===== config.mk =====
export PLATFORM = sky130hd
export DESIGN_NAME = matmul_sequencer_flat
export DESIGN_NICKNAME = d
export VERILOG_FILES = /design/src/rtl/matmul_sequencer_if.sv /design/src/rtl/matmul_sequencer.sv /design/src/flat_wrapper.sv
export SDC_FILE = /design/constraint.sdc
export NUM_CORES = 1
export LEC_CHECK = 0
export ABC_AREA = 0
export CORE_UTILIZATION = 40
export CTS_CLUSTER_DIAMETER = 40
export DETAILED_ROUTE_END_ITERATION = 12
export HOLD_SLACK_MARGIN = 0.1
export MAX_ROUTING_LAYER = met4
export PLACE_DENSITY = 0.62
export SLEW_MARGIN = 15
export SYNTH_ARGS = -nofsm -noshare
export SYNTH_HDL_FRONTEND = slang
export SYNTH_SLANG_ARGS = --single-unit

===== constraint.sdc =====
create_clock -name bclk -period 7.5 [get_ports bclk]
set_input_delay 0.75 -clock bclk [delete_from_list [all_inputs] [get_ports bclk]]
set_output_delay 0.75 -clock bclk [all_outputs]
set_load 0.02 [all_outputs]

===== src/rtl/matmul_sequencer_if.sv =====
// Signal bundle between the matmul sequencer and its UART, memory and
// Calculator neighbours. The sequencer uses the master view; the
// surrounding logic (or a bench) uses the slave view.
interface matmul_sequencer_if #(
  parameter int MAX_N = 3,
  parameter int RES_W = 16
);
  logic [7:0]                   rx_data;
  logic                         rx_valid;
  logic                         tx_busy;
  logic                         tx_start;
  logic [7:0]                   tx_data;
  logic [3:0]                   mem_addr;
  logic [7:0]                   mem_wdata;
  logic                         mem_a_we;
  logic                         mem_b_we;
  logic                         mult_start;
  logic                         mult_done;
  logic [MAX_N*MAX_N*RES_W-1:0] mult_result;
  logic [2:0]                   state;
  logic [3:0]                   matrix_size;
  logic [1:0]                   err_code;
  logic                         done;

  modport master (
    input  rx_data, rx_valid, tx_busy, mult_done, mult_result,
    output tx_start, tx_data, mem_addr, mem_wdata, mem_a_we, mem_b_we,
           mult_start, state, matrix_size, err_code, done
  );

  modport slave (
    output rx_data, rx_valid, tx_busy, mult_done, mult_result,
    input  tx_start, tx_data, mem_addr, mem_wdata, mem_a_we, mem_b_we,
           mult_start, state, matrix_size, err_code, done
  );
endinterface


===== src/rtl/matmul_sequencer.sv =====
// Protocol sequencer for the UART matrix-multiply datapath: parses the size
// byte, clears and loads the A/B operand memories, kicks the Calculator and
// streams the result back out, high byte first, through the UART transmitter.
module matmul_sequencer #(
  parameter int MAX_N   = 3,
  parameter int RES_W   = 16,
  parameter int TIMEOUT = 255
) (
  input logic                bclk,
  input logic                rst,
  matmul_sequencer_if.master bus
);

  typedef enum logic [2:0] {
    IDLE    = 3'd0,
    CLEAR   = 3'd1,
    LOAD_A  = 3'd2,
    LOAD_B  = 3'd3,
    COMPUTE = 3'd4,
    SEND    = 3'd5
  } state_e;

  localparam int NELEM = MAX_N * MAX_N;
  localparam int RW    = NELEM * RES_W;

  state_e          state_q, state_d;
  logic [3:0]      n_q, n_d;
  logic [1:0]      err_q, err_d;
  logic [3:0]      clr_q, clr_d;
  logic [3:0]      r_q, r_d;
  logic [3:0]      c_q, c_d;
  logic [15:0]     idle_q, idle_d;
  logic [RW-1:0]   shadow_q, shadow_d;
  logic            hi_q, hi_d;
  logic            guard_q, guard_d;
  logic            last_q, last_d;
  logic            tx_start_q, tx_start_d;
  logic [7:0]      tx_data_q, tx_data_d;
  logic            mult_start_q, mult_start_d;
  logic            done_q, done_d;
  logic            last_rc;
  logic            size_ok;

  // Row-major element index inside the MAX_N x MAX_N memory / result vector.
  function automatic logic [3:0] elem_addr(input logic [3:0] r, input logic [3:0] c);
    int a;
    a = int'(r) * MAX_N + int'(c);
    return a[3:0];
  endfunction

  // Pick the high or low byte of result element k from the shadow copy.
  function automatic logic [7:0] sel_byte(input logic [RW-1:0] res, input logic [3:0] k,
                                          input logic hi);
    logic [RES_W-1:0] e;
    e = res[int'(k)*RES_W +: RES_W];
    return hi ? e[15:8] : e[7:0];
  endfunction

  assign last_rc = (r_q == n_q - 4'd1) && (c_q == n_q - 4'd1);
  assign size_ok = (bus.rx_data != 8'd0) && (int'(bus.rx_data) <= MAX_N);

  // Memory port: registered sweep while clearing, direct from rx while loading.
  always_comb begin
    bus.mem_a_we  = 1'b0;
    bus.mem_b_we  = 1'b0;
    bus.mem_addr  = 4'd0;
    bus.mem_wdata = 8'd0;
    unique case (state_q)
      CLEAR: begin
        bus.mem_a_we = 1'b1;
        bus.mem_b_we = 1'b1;
        bus.mem_addr = clr_q;
      end
      LOAD_A: begin
        bus.mem_a_we  = bus.rx_valid;
        bus.mem_addr  = elem_addr(r_q, c_q);
        bus.mem_wdata = bus.rx_data;
      end
      LOAD_B: begin
        bus.mem_b_we  = bus.rx_valid;
        bus.mem_addr  = elem_addr(r_q, c_q);
        bus.mem_wdata = bus.rx_data;
      end
      default: ;
    endcase
  end

  // Next-state logic for the protocol FSM, its counters and registered outputs.
  always_comb begin
    state_d      = state_q;
    n_d          = n_q;
    err_d        = err_q;
    clr_d        = clr_q;
    r_d          = r_q;
    c_d          = c_q;
    idle_d       = idle_q;
    shadow_d     = shadow_q;
    hi_d         = hi_q;
    last_d       = last_q;
    tx_data_d    = tx_data_q;
    tx_start_d   = 1'b0;
    mult_start_d = 1'b0;
    done_d       = 1'b0;
    guard_d      = tx_start_q;
    unique case (state_q)
      IDLE: begin
        if (bus.rx_valid) begin
          if (size_ok) begin
            n_d     = bus.rx_data[3:0];
            err_d   = 2'b00;
            clr_d   = 4'd0;
            state_d = CLEAR;
          end else begin
            err_d = 2'b01;
          end
        end
      end
      CLEAR: begin
        if (bus.rx_valid) err_d = 2'b11;
        if (clr_q == 4'(NELEM - 1)) begin
          state_d = LOAD_A;
          r_d     = 4'd0;
          c_d     = 4'd0;
          idle_d  = 16'd0;
        end else begin
          clr_d = clr_q + 4'd1;
        end
      end
      LOAD_A, LOAD_B: begin
        if (bus.rx_valid) begin
          idle_d = 16'd0;
          if (c_q == n_q - 4'd1) begin
            c_d = 4'd0;
            r_d = r_q + 4'd1;
          end else begin
            c_d = c_q + 4'd1;
          end
          if (last_rc) begin
            r_d = 4'd0;
            c_d = 4'd0;
            if (state_q == LOAD_A) begin
              state_d = LOAD_B;
            end else begin
              state_d      = COMPUTE;
              mult_start_d = 1'b1;
            end
          end
        end else if (TIMEOUT != 0) begin
          if (idle_q == 16'(TIMEOUT - 1)) begin
            err_d   = 2'b10;
            state_d = IDLE;
          end else begin
            idle_d = idle_q + 16'd1;
          end
        end
      end
      COMPUTE: begin
        if (bus.rx_valid) err_d = 2'b11;
        // mult_start_q marks the first COMPUTE cycle, where mult_done may be stale.
        if (!mult_start_q && bus.mult_done) begin
          shadow_d = bus.mult_result;
          state_d  = SEND;
          r_d      = 4'd0;
          c_d      = 4'd0;
          hi_d     = 1'b1;
          last_d   = 1'b0;
        end
      end
      SEND: begin
        if (bus.rx_valid) err_d = 2'b11;
        if (last_q) begin
          if (tx_start_q) begin
            done_d  = 1'b1;
            last_d  = 1'b0;
            state_d = IDLE;
          end
        end else if (!bus.tx_busy && !tx_start_q && !guard_q) begin
          tx_start_d = 1'b1;
          tx_data_d  = sel_byte(shadow_q, elem_addr(r_q, c_q), hi_q);
          if (hi_q) begin
            hi_d = 1'b0;
          end else begin
            hi_d = 1'b1;
            if (last_rc) begin
              last_d = 1'b1;
            end else if (c_q == n_q - 4'd1) begin
              c_d = 4'd0;
              r_d = r_q + 4'd1;
            end else begin
              c_d = c_q + 4'd1;
            end
          end
        end
      end
      default: state_d = IDLE;
    endcase
  end

  // State and datapath registers; reset abandons any transfer in progress.
  always_ff @(posedge bclk or posedge rst) begin
    if (rst) begin
      state_q      <= IDLE;
      n_q          <= 4'd0;
      err_q        <= 2'b00;
      clr_q        <= 4'd0;
      r_q          <= 4'd0;
      c_q          <= 4'd0;
      idle_q       <= 16'd0;
      shadow_q     <= '0;
      hi_q         <= 1'b0;
      guard_q      <= 1'b0;
      last_q       <= 1'b0;
      tx_start_q   <= 1'b0;
      tx_data_q    <= 8'd0;
      mult_start_q <= 1'b0;
      done_q       <= 1'b0;
    end else begin
      state_q      <= state_d;
      n_q          <= n_d;
      err_q        <= err_d;
      clr_q        <= clr_d;
      r_q          <= r_d;
      c_q          <= c_d;
      idle_q       <= idle_d;
      shadow_q     <= shadow_d;
      hi_q         <= hi_d;
      guard_q      <= guard_d;
      last_q       <= last_d;
      tx_start_q   <= tx_start_d;
      tx_data_q    <= tx_data_d;
      mult_start_q <= mult_start_d;
      done_q       <= done_d;
    end
  end

  assign bus.tx_start    = tx_start_q;
  assign bus.tx_data     = tx_data_q;
  assign bus.mult_start  = mult_start_q;
  assign bus.state       = state_q;
  assign bus.matrix_size = n_q;
  assign bus.err_code    = err_q;
  assign bus.done        = done_q;

endmodule

===== src/flat_wrapper.sv =====
// flat-port wrapper written by rule: the top's interface ports become plain ports
module matmul_sequencer_flat 
#(
  parameter int MAX_N   = 3,
  parameter int RES_W   = 16,
  parameter int TIMEOUT = 255
)
  (bclk, rst, bus_rx_data, bus_rx_valid, bus_tx_busy, bus_mult_done, bus_mult_result, bus_tx_start, bus_tx_data, bus_mem_addr, bus_mem_wdata, bus_mem_a_we, bus_mem_b_we, bus_mult_start, bus_state, bus_matrix_size, bus_err_code, bus_done);
  matmul_sequencer_if #(.MAX_N(MAX_N), .RES_W(RES_W)) bus_i ();
  input logic bclk;
  input logic rst;
  input wire logic [$bits(bus_i.rx_data)-1:0] bus_rx_data;
  input wire logic [$bits(bus_i.rx_valid)-1:0] bus_rx_valid;
  input wire logic [$bits(bus_i.tx_busy)-1:0] bus_tx_busy;
  input wire logic [$bits(bus_i.mult_done)-1:0] bus_mult_done;
  input wire logic [$bits(bus_i.mult_result)-1:0] bus_mult_result;
  output wire logic [$bits(bus_i.tx_start)-1:0] bus_tx_start;
  output wire logic [$bits(bus_i.tx_data)-1:0] bus_tx_data;
  output wire logic [$bits(bus_i.mem_addr)-1:0] bus_mem_addr;
  output wire logic [$bits(bus_i.mem_wdata)-1:0] bus_mem_wdata;
  output wire logic [$bits(bus_i.mem_a_we)-1:0] bus_mem_a_we;
  output wire logic [$bits(bus_i.mem_b_we)-1:0] bus_mem_b_we;
  output wire logic [$bits(bus_i.mult_start)-1:0] bus_mult_start;
  output wire logic [$bits(bus_i.state)-1:0] bus_state;
  output wire logic [$bits(bus_i.matrix_size)-1:0] bus_matrix_size;
  output wire logic [$bits(bus_i.err_code)-1:0] bus_err_code;
  output wire logic [$bits(bus_i.done)-1:0] bus_done;
  assign bus_i.rx_data = bus_rx_data;
  assign bus_i.rx_valid = bus_rx_valid;
  assign bus_i.tx_busy = bus_tx_busy;
  assign bus_i.mult_done = bus_mult_done;
  assign bus_i.mult_result = bus_mult_result;
  assign bus_tx_start = bus_i.tx_start;
  assign bus_tx_data = bus_i.tx_data;
  assign bus_mem_addr = bus_i.mem_addr;
  assign bus_mem_wdata = bus_i.mem_wdata;
  assign bus_mem_a_we = bus_i.mem_a_we;
  assign bus_mem_b_we = bus_i.mem_b_we;
  assign bus_mult_start = bus_i.mult_start;
  assign bus_state = bus_i.state;
  assign bus_matrix_size = bus_i.matrix_size;
  assign bus_err_code = bus_i.err_code;
  assign bus_done = bus_i.done;
  matmul_sequencer #(.MAX_N(MAX_N), .RES_W(RES_W), .TIMEOUT(TIMEOUT)) u_core (.bclk(bclk), .rst(rst), .bus(bus_i));
endmodule

## Yosys cells after proc, flatten, opt, wreduce, memory -nomap -nowiden

Cells that the tools add are included.

| word-level totals | value |
|---|---|
| flip-flop bits (word level) | 195 |
| input bits | 157 |
| output and inout bits | 34 |
| logic and storage cells | 150 |

| operators by class | value |
|---|---|
| $add $sub $neg | 6 |
| $mul | 1 |
| $lt $le $gt $ge | 1 |
| eq/ne operators | 27 |
| shift-type cells | 1 |
| muxes and demuxes | 70 |
| bitwise gates (word level) | 1 |
| reduce and logical (&&, ||, !) cells | 28 |

Operators with widths:

| operator | number |
|---|---|
| $shiftx 144x9->16 | 1 |
| $mux 4 | 19 |
| $mux 16 | 3 |
| $pmux 16 s2 | 1 |
| $pmux 4 s4 | 2 |
| $mux 3 | 10 |
| $mux 1 | 21 |
| $ne 2x1->1 const B | 9 |
| $add 16x1->16 const B | 1 |
| $eq 16x8->1 const B | 1 |
| $mux 8 | 2 |
| $pmux 4 s2 | 2 |
| $reduce_and 8->1 | 2 |
| $pmux 3 s5 | 1 |
| $add 4x1->4 const B | 3 |
| $ne 2x2->1 const B | 6 |
| $reduce_and 3->1 | 3 |
| $eq 4x4->1 | 2 |
| $le 8x2->1 const B | 1 |
| $mux 2 | 4 |
| $pmux 1 s2 | 4 |
| $reduce_and 4->1 | 2 |
| $reduce_bool 8->1 | 1 |
| $eq 3x2->1 const B | 2 |
| 21 further kinds | 32 |

## Longest topological paths before layout

Gate-level depths: netlist of the first run.

| depth | value |
|---|---|
| depth after elaboration | 8 |
| mapped depth | 9 |
| mapped depth without buffers | 9 |

## Worst setup path after synthesis of the first run

OpenSTA, ideal clock, no wires.

| timing | value |
|---|---|
| path type | reg2out |
| from | reg u_core.c_q[1] |
| to | out bus_mem_addr[2] |
| arrival | 2.668 ns |
| required time | 6.750 ns |
| slack | 4.082 ns |
| cell stages (with the launch flop) | 8 |
| path buffers | 2 |
| cells stage by stage | dfrtp_1 fa_1 ha_1 inv_1 fa_1 clkbuf_1 buf_2 o21ai_0 |

| between the ends | value |
|---|---|
| cells in the longest elaborated chain, start to end | 2 |

Ends and longest elaborated chain:

| element | RTL line | text |
|---|---|---|
| start: declaration | matmul_sequencer.sv:31 | `logic [3:0] c_q, c_d;` |
| start signal: assignment | matmul_sequencer.sv:207 | `c_q <= 4'd0;` |
| start signal: assignment | matmul_sequencer.sv:223 | `c_q <= c_d;` |
| $add 4x4->4 | matmul_sequencer.sv:47 | `a = int'(r) * MAX_N + int'(c);` |
| $pmux 4 s2 | matmul_sequencer.sv:68 | `unique case (state_q)` |
| end: declaration | flat_wrapper.sv:19 | `output wire logic [$bits(bus_i.mem_addr)-1:0] bus_mem_addr;` |

Every way passes these cells.

## Worst setup path in the final report of the first run

| timing | value |
|---|---|
| from | reg u_core.r_q[0] |
| to | out bus_mem_addr[3] |

| between the ends | value |
|---|---|
| cells in the longest elaborated chain, start to end | 3 |

Ends and longest elaborated chain:

| element | RTL line | text |
|---|---|---|
| start: declaration | matmul_sequencer.sv:30 | `logic [3:0] r_q, r_d;` |
| start signal: assignment | matmul_sequencer.sv:222 | `r_q <= r_d;` |
| $mul 4x2->4 | matmul_sequencer.sv:47 |  |
| $add 4x4->4 | matmul_sequencer.sv:47 |  |
| $pmux 4 s2 | matmul_sequencer.sv:68 |  |

Every way passes these cells.

==> metrics.md, run 1 <==
| Metric | Value |
|---|---|
| CORE AREA | around 0.023 mm2 |
| WL/cell | 18.84 um |
| Most frequent cells in the layout | 195 x dfrtp_1, 190 x clkdlybuf4s50_1, 147 x mux2_2, 42 x nand2_1, 40 x mux4_2 |
| Met2 WL post-DR | 11,240 um |
| First-pass GRT wire length | 36,280 um |
| R2R Path Start | u_core.r_q[0]$_DFFE_PP0P_ |
| Synth Area in Compound Gates | 5.912% |
| Setup_tns | 0 ns |
| Die height | 156.7 um |
| Hold Path Stages | 2 |
| Max cap viols | 0 |
| Reg clk slew, reported paths | 0.08 ns |
| Final max-slew violation count | 0 |
| Period minus WS final | 4.663 ns |
| Top area cells in the synthesized netlist | dfrtp_1 51%, mux2_2 17%, mux4_2 9.4%, mux2i_1 1.7%, nand2_1 1.6% |
| Post-route DRC | 0 |
| Root Buffer | clkbuf_16 |
| Drt first pass iters | 4 |
| Peak VDD IR | 200.0 uV |
| Post-Place Cells | 1,188 |
| WL met3 | 1907 um |
| Syn Area/Cell | around 13 um2 |
| Mapped cell area | 0.009567 mm2 |
| Leakage power | roughly 5.3 nW |
| Number of buffers created by CTS | 17 |
| Endpoint class of the critical path | primary output |
| Cts repair resizes | 0 |
| GRT Total Usage | 20.49% |
| FFs w/ async S/R, synth | 100.0% |
| CTS tree | done |
| Final Hold Fails | 0 |
| Largest net degree at the start of global routing | 128 |
| Final Wtd Congestion | 0.8396 |
| Top Ports | 191 |
| Status | finished clean |
| Share of layout cells above drive strength 1 | between 20% and 30% |
| Final period util | between 60% and 70% |
| Yosys top cell by area | dfrtp_1 |
| Multiplexer share of the synthesized area | 28.39% |
| Clock latency on the worst-skew pair | 0.45 ns |
| Via-to-Cell Ratio | 5.236 |
| Filler instances | slightly above 2k |
| Top sig layer | met4 |
| F_max | 214.4 MHz |
| Synthesized Nets | 883 |
| Cells on worst reg2reg path | 9 |
| Cell Rows | 56 |
| Cell Count, Final, Fillers Out | 1,225 |
| Adder-cell share of the synthesized area | 1.936% |
| Startpoint types | register |
| Wl on met1 | 9721 um |
| Arr. time, crit path | 3.91 ns |
| Synth Warn # | 0 |
| Antenna Violating Nets Remaining | 0 |
| Pwr/cell area | 365.5 mW/mm2 |
| Reg-to-reg endpoint | u_core.bus.tx_data[7]$_DFFE_PP0P_ |
| Setup WS post-layout | around 2.8 ns |
| Sequential area share after synthesis | 51.01% |
| Synthesis-stage register bit count | 195 |
| Cells after Synth | 713 |
| Slew @ Worst Pin | 1.033 ns |
| Finish-stage setup viols | 0 |
| Via Count | 6,414 |
| Synth Flop Type | dfrtp_1 |
| Simple-gate share of the synthesized area | 8.187% |
| Hold crit path type | reg2reg |
| Commonest non-fill, non-tap cell in the layout | dfrtp_1 |
| CTS Buffer Depth | 2 |
| Die W | 156.7 um |
| Initial antenna violation count | 5 |
| H-tree Lvls | 4 |
| Xor and xnor area share after synthesis | 2.197% |
| # nets final | around 1.1k |
| Post-Route WL | 23,080 um |
| Post-place setup slack | 3.258 ns |
| Starting Density | about two fifths |
| Dpl hpwl | between 15,000 and 20,000 um |
| Max-slew headroom | 31.14% |
| Hold Buf Count CTS | 0 |
| Clock sink count | 195 |
| WP data required | 6.75 ns |
| CP Class | reg2out |
| # Post-CTS Setup Buffers | 0 |
| EDFF count, synth | 0 |
| Area grow syn2layout | 29.28% |
| Vias in the first global route | roughly 6.7k |
| Unrepaired setup endpoints after global routing | false |
| Synth top area share | 51.01% |
| Total gr overflow | 0 |
| Port Buffers | between 150 and 200 |
| Hold Startpoint | u_core.bus.tx_data[0]$_DFFE_PP0P_ |
| Netlist cell types | 62 |
| Worst Hold End | u_core.bus.tx_data[0]$_DFFE_PP0P_ |
| Worst-path maximum fanout | 9 |
| Initial DRC Count | 264 |
| Internal reg-to-reg setup slack | 3.68 ns |
| Die ar. | 0.02454 mm2 |
| Clock Skews | between 0.01 and 0.015 ns |
| Largest family of logic cells by synthesized area | multiplexers |
[Yosys cell counts, drive strengths merged (12+ instances only)]
cell type and number:
dfrtp 195, mux4 40, nor2 18, a21oi 17, and2 12, mux2i 16
mux2 147, nand3 12, clkbuf 26, o21ai 28, nand2 42, buf 13
inv 14
[power by group]
| part | leakage, nW | total, W | internal, W | switching [W] |
|---|---|---|---|---|
| Clock | 0.286 | 0.000925 | 0.000476 | 0.000449 |
| Sequential | 2.50 | 0.00169 | 0.00144 | 0.000256 |
| Combinational | 2.56 | 0.00190 | 0.00104 | 0.000860 |
| Total | 5.35 | 0.00452 | 0.00296 | 0.00157 |
[final cells by class]
cell class                 count  area [um2]  area share, %
clock buffer                  18       429.2          3.470
antenna                        5       12.51         0.1012
timing repair buffer         195        1939          15.68
multi-input combinational    465        4481          36.23
inverter                      14       60.06         0.4856
clock inverter                14       167.7          1.356
sequential                   195        4880          39.45
tap                          319       399.1          3.227
[worst max-delay path: stages (launching register included)]
cell and delay [ns]:
dfrtp_1 0.48, fa_1 0.56, ha_2 0.16, inv_1 0.05, fa_1 0.37, xor2_1 0.16
xnor2_1 0.16, xnor2_2 0.69, a22o_1 0.25, clkdlybuf4s50_1 0.60
[worst max-delay path by stage]
stage / start / end / slack (ns) / cells after the start
after detailed placement: u_core.r_q[0]$_DFFE_PP0P_ / bus_mem_addr[3] / 3.26 / 9
after floorplan: rst / u_core.bus.done$_DFF_PP0_ / 1.44 / 1
after global routing: u_core.r_q[0]$_DFFE_PP0P_ / bus_mem_addr[3] / 2.61 / 9
final: u_core.r_q[0]$_DFFE_PP0P_ / bus_mem_addr[3] / 2.84 / 9
after global placement: u_core.c_q[1]$_DFFE_PP0P_ / bus_mem_addr[3] / 3.34 / 9
after CTS: u_core.r_q[0]$_DFFE_PP0P_ / bus_mem_addr[3] / 2.76 / 9
[sequential cells by signal, indices dropped and copies added, names as in the netlist, 3 cells and up]
register                flops
u_core.c_q                  4
u_core.bus.state            3
u_core.clr_q                4
u_core.shadow_q           144
u_core.bus.tx_data          8
u_core.bus.matrix_size      4
u_core.r_q                  4
u_core.idle_q              16
[kinds of logic after synthesis]
kind of cell | Yosys count
mux | 203
flops | 195
simple gates | 144
compound gates | 85
buf+inv | 53
xor+xnor | 20
fa+ha+maj | 13
[metal layers]
metal,vias up,GRT usage (%)
met4,0,4.622
met1,3205,24.12
li1,3011,-
met5,-,-
met3,23,7.920
met2,175,33.12
[through the flow]
| step | total power, W | area, um2 | utilization [%] | hold slack [ns] |
|---|---|---|---|---|
| 3_5_place_dp | 0.003661 | 11760 | 50.09 | 0.4697 |
| 5_1_grt | 0.004795 | 12370 | 52.69 | 0.5168 |
| 4_1_cts | 0.004591 | 12350 | 52.63 | 0.4867 |
| 2_1_floorplan | 0.003005 | 9567 | - | 0.4739 |
| 6_report | 0.004520 | 12370 | 52.69 | 0.4812 |
| 3_3_place_gp | 0.003625 | 11760 | 50.09 | 0.4618 |
Power figures use the tool's default switching activity.
==> run 2, diff against run 1 <==
- PLACE_DENSITY: 0.62 -> 0.64
- clock period: 7.5 -> 4 ns (I/O delays scaled with it)
==> run 2 against run 1 <==
Effect of this change:
- register-to-register slack lost 3.0 ns
- clock-buffer cell count grew 1
- first-iteration DRC count is 36% higher
- critical path depth unchanged
- cell count rose by 0.49%
- core utilization grew 0.59 points
- design area increased by 1.1%
- sequential cell count unchanged
- total power is 91% higher
- sequential power up 90%
- highest routed layer unchanged
==> metrics.md, run 2 (synthesized netlist as in run 1, its figures left out) <==
| Metric | Value |
|---|---|
| Cells on worst reg2reg path | 10 (+1) |
| Area grow syn2layout | 30.72% |
| Final Wtd Congestion | 0.8888 (+5.9%) |
| Starting Density | 40.76% (unchanged) |
| Filler instances | 2,014 (-1.6%) |
| Internal reg-to-reg setup slack | 0.71 ns (-2.97 ns) |
| CTS tree | done |
| First-pass GRT wire length | 37,030 um (+2.1%) |
| Die W | 156.7 um (unchanged) |
| Final period util | between 90% and 100% |
| Startpoint types | register |
| Hold Buf Count CTS | 0 (unchanged) |
| Clock Skews | 0.01051 ns (-0.003657 ns) |
| Die ar. | 0.02454 mm2 (unchanged) |
| Slew @ Worst Pin | 0.9156 ns (-0.1173 ns) |
| Post-Route WL | 23,350 um (+1.2%) |
| Slowest library cell on the worst path | clkdlybuf4s50_1 |
| CORE AREA | 0.02347 mm2 (unchanged) |
| Register area | 0.004880 mm2 (unchanged) |
| Endpoint class of the critical path | primary output |
| CTS Buffer Depth | 2 (unchanged) |
| Setup_tns | 0 ns (unchanged) |
| Top Ports | 191 (unchanged) |
| Most frequent cells in the layout | 195 x dfrtp_1, 190 x clkdlybuf4s50_1, 147 x mux2_2, 42 x nand2_1, 40 x mux4_2 |
| Antenna Violating Nets Remaining | 0 (unchanged) |
| Peak VDD IR | 325.1 uV (+63%) |
| Max-slew headroom | 38.96% (+7.8 points) |
| Largest net degree at the start of global routing | 147 (+15%) |
| Max cap viols | 0 (unchanged) |
| Setup WS post-layout | 0.2132 ns (-2.624 ns) |
| CP cell instances | fa_1, ha_2, inv_1, fa_1, xor2_1, xnor2_1, xnor2_2, a22o_1, clkdlybuf4s50_1 |
| Port Buffers | 190 (unchanged) |
| Share of layout cells above drive strength 1 | 26.98% (+0.57 points) |
| Critical Path Most Common Cell | fa_1 |
| Pwr/cell area | 689.5 mW/mm2 (+89%) |
| WP data required | 3.60 ns (-3.15 ns) |
| # Post-CTS Setup Buffers | 0 (unchanged) |
| Initial DRC Count | 360 (+36%) |
| Arr. time, crit path | 3.39 ns (-0.52 ns) |
| Drt first pass iters | 4 (unchanged) |
| Leakage power | 5.417 nW (+1.3%) |
| R2R Path Start | u_core.r_q[0]$_DFFE_PP0P_ |
| Status | finished clean |
| Dpl hpwl | 17,060 um (+5.8%) |
| Period minus WS final | ~3.8 ns |
| Hold crit path type | in2async |
| Via-to-Cell Ratio | 5.238 (about the same) |
| Initial antenna violation count | 4 (-1) |
| Vias in the first global route | 6,579 (-1.3%) |
| Final Cell Area | 0.01251 mm2 (+1.1%) |
| Cts repair resizes | 0 (unchanged) |
| Post-place setup slack | 0.6681 ns (-2.590 ns) |
| Cell Rows | 56 (unchanged) |
| Largest register FFs | 144 (unchanged) |
| Reg clk slew, reported paths | 0.08 ns (about the same) |
| Core Util, Final | 53.28% (+0.59 points) |
| Number of buffers created by CTS | 17 (unchanged) |
| F_max | 264.1 MHz |
| Multi-input gate area | 0.004478 mm2 (about the same) |
| Reg-to-reg endpoint | u_core.bus.tx_data[5]$_DFFE_PP0P_ |
| Worst-path maximum fanout | 7 (-2) |
| # nets final | 1,065 (+0.66%) |
| Via Count | 6,448 (+0.53%) |
| Final max-slew violation count | 0 (unchanged) |
| Finish-stage setup viols | 0 (unchanged) |
| CP max stage delay | 0.60 ns (-0.09 ns) |
| Final Hold Fails | 0 (unchanged) |
| Commonest non-fill, non-tap cell in the layout | dfrtp_1 |
| Unrepaired setup endpoints after global routing | false |
| Clock sink count | 195 (unchanged) |
| Worst hold slack | 0.4250 ns (-0.05623 ns) |
| Dpl cell area | 0.01186 mm2 (+0.84%) |
| GRT Total Usage | 20.90% (+0.41 points) |
| CP Class | reg2out |
| Clock latency on the worst-skew pair | 0.44 ns (about the same) |
| Largest Register | u_core.shadow_q |
| H-tree Lvls | 4 (unchanged) |
| Root Buffer | clkbuf_16 |
| WL/cell | 18.97 um (+0.69%) |
| Die height | 156.7 um (unchanged) |
| Post-route DRC | 0 (unchanged) |
| Total gr overflow | 0 (unchanged) |
[run 2: changes by cell type in the layout (fill, tap and decap cells not counted), sizes merged]
cell and delta:
diode -1, clkinv -1, inv -1, bufinv +1, buf +7, clkbuf +1
[run 2: power breakdown]
part	internal (W)	leakage (nW)	switching, W
Combinational	0.00204	2.60	0.00154
Sequential	0.00269	2.50	0.000518
Clock	0.000994	0.310	0.000842
[run 2: worst max-delay path by stage]
stage / from / to / cells after the start
after CTS: u_core.r_q[0]$_DFFE_PP0P_ / bus_mem_addr[3] / 9
after global routing: u_core.r_q[0]$_DFFE_PP0P_ / bus_mem_addr[3] / 9
final: u_core.r_q[0]$_DFFE_PP0P_ / bus_mem_addr[3] / 9
after floorplan: u_core.c_q[1]$_DFFE_PP0P_ / u_core.bus.tx_data[1]$_DFFE_PP0P_ / 9
after global placement: u_core.r_q[0]$_DFFE_PP0P_ / bus_mem_addr[3] / 9
after detailed placement: u_core.r_q[0]$_DFFE_PP0P_ / bus_mem_addr[3] / 9
[run 2: metal layers]
metal / share of wire (%) / global-route usage, % / vias to the layer above
met2: 49 / 32.67 / 178
met4: 1.2 / 5.415 / 0
met1: 42 / 26.33 / 3228
li1: - / - / 3023
met3: 7.6 / 6.508 / 19
met5: 0 / - / -
[run 2: worst max-delay path, delay by kind of cell, from the launching register on]
| kind | cells | cell delay, ns |
|---|---|---|
| buffers and inverters | 2 | 0.65 |
| flip-flops | 1 | 0.49 |
| AO/OA/AOI/OAI | 1 | 0.18 |
| XOR/XNOR | 3 | 0.56 |
| adder cells (fa/ha/maj) | 3 | 1.08 |
[run 2: layout make-up]
class                           count  share of cell area, %
Clock inverter                     13                  1.501
Inverter                           14                 0.4502
Clock buffer                       19                  3.622
Multi-Input combinational cell    465                  35.81
Timing Repair Buffer              202                  16.33
Tap cell                          319                  3.192
Antenna cell                        4                0.08004
Sequential cell                   195                  39.02
[run 2: through the flow]
| step | cells | power, W |
|---|---|---|
| 2_1_floorplan | 713 | 0.005635 |
| 3_3_place_gp | 1195 | 0.006801 |
| 3_5_place_dp | 1195 | 0.006882 |
| 4_1_cts | 1227 | 0.008735 |
| 5_1_grt | 1231 | 0.009136 |
| 6_report | 1231 | 0.008622 |
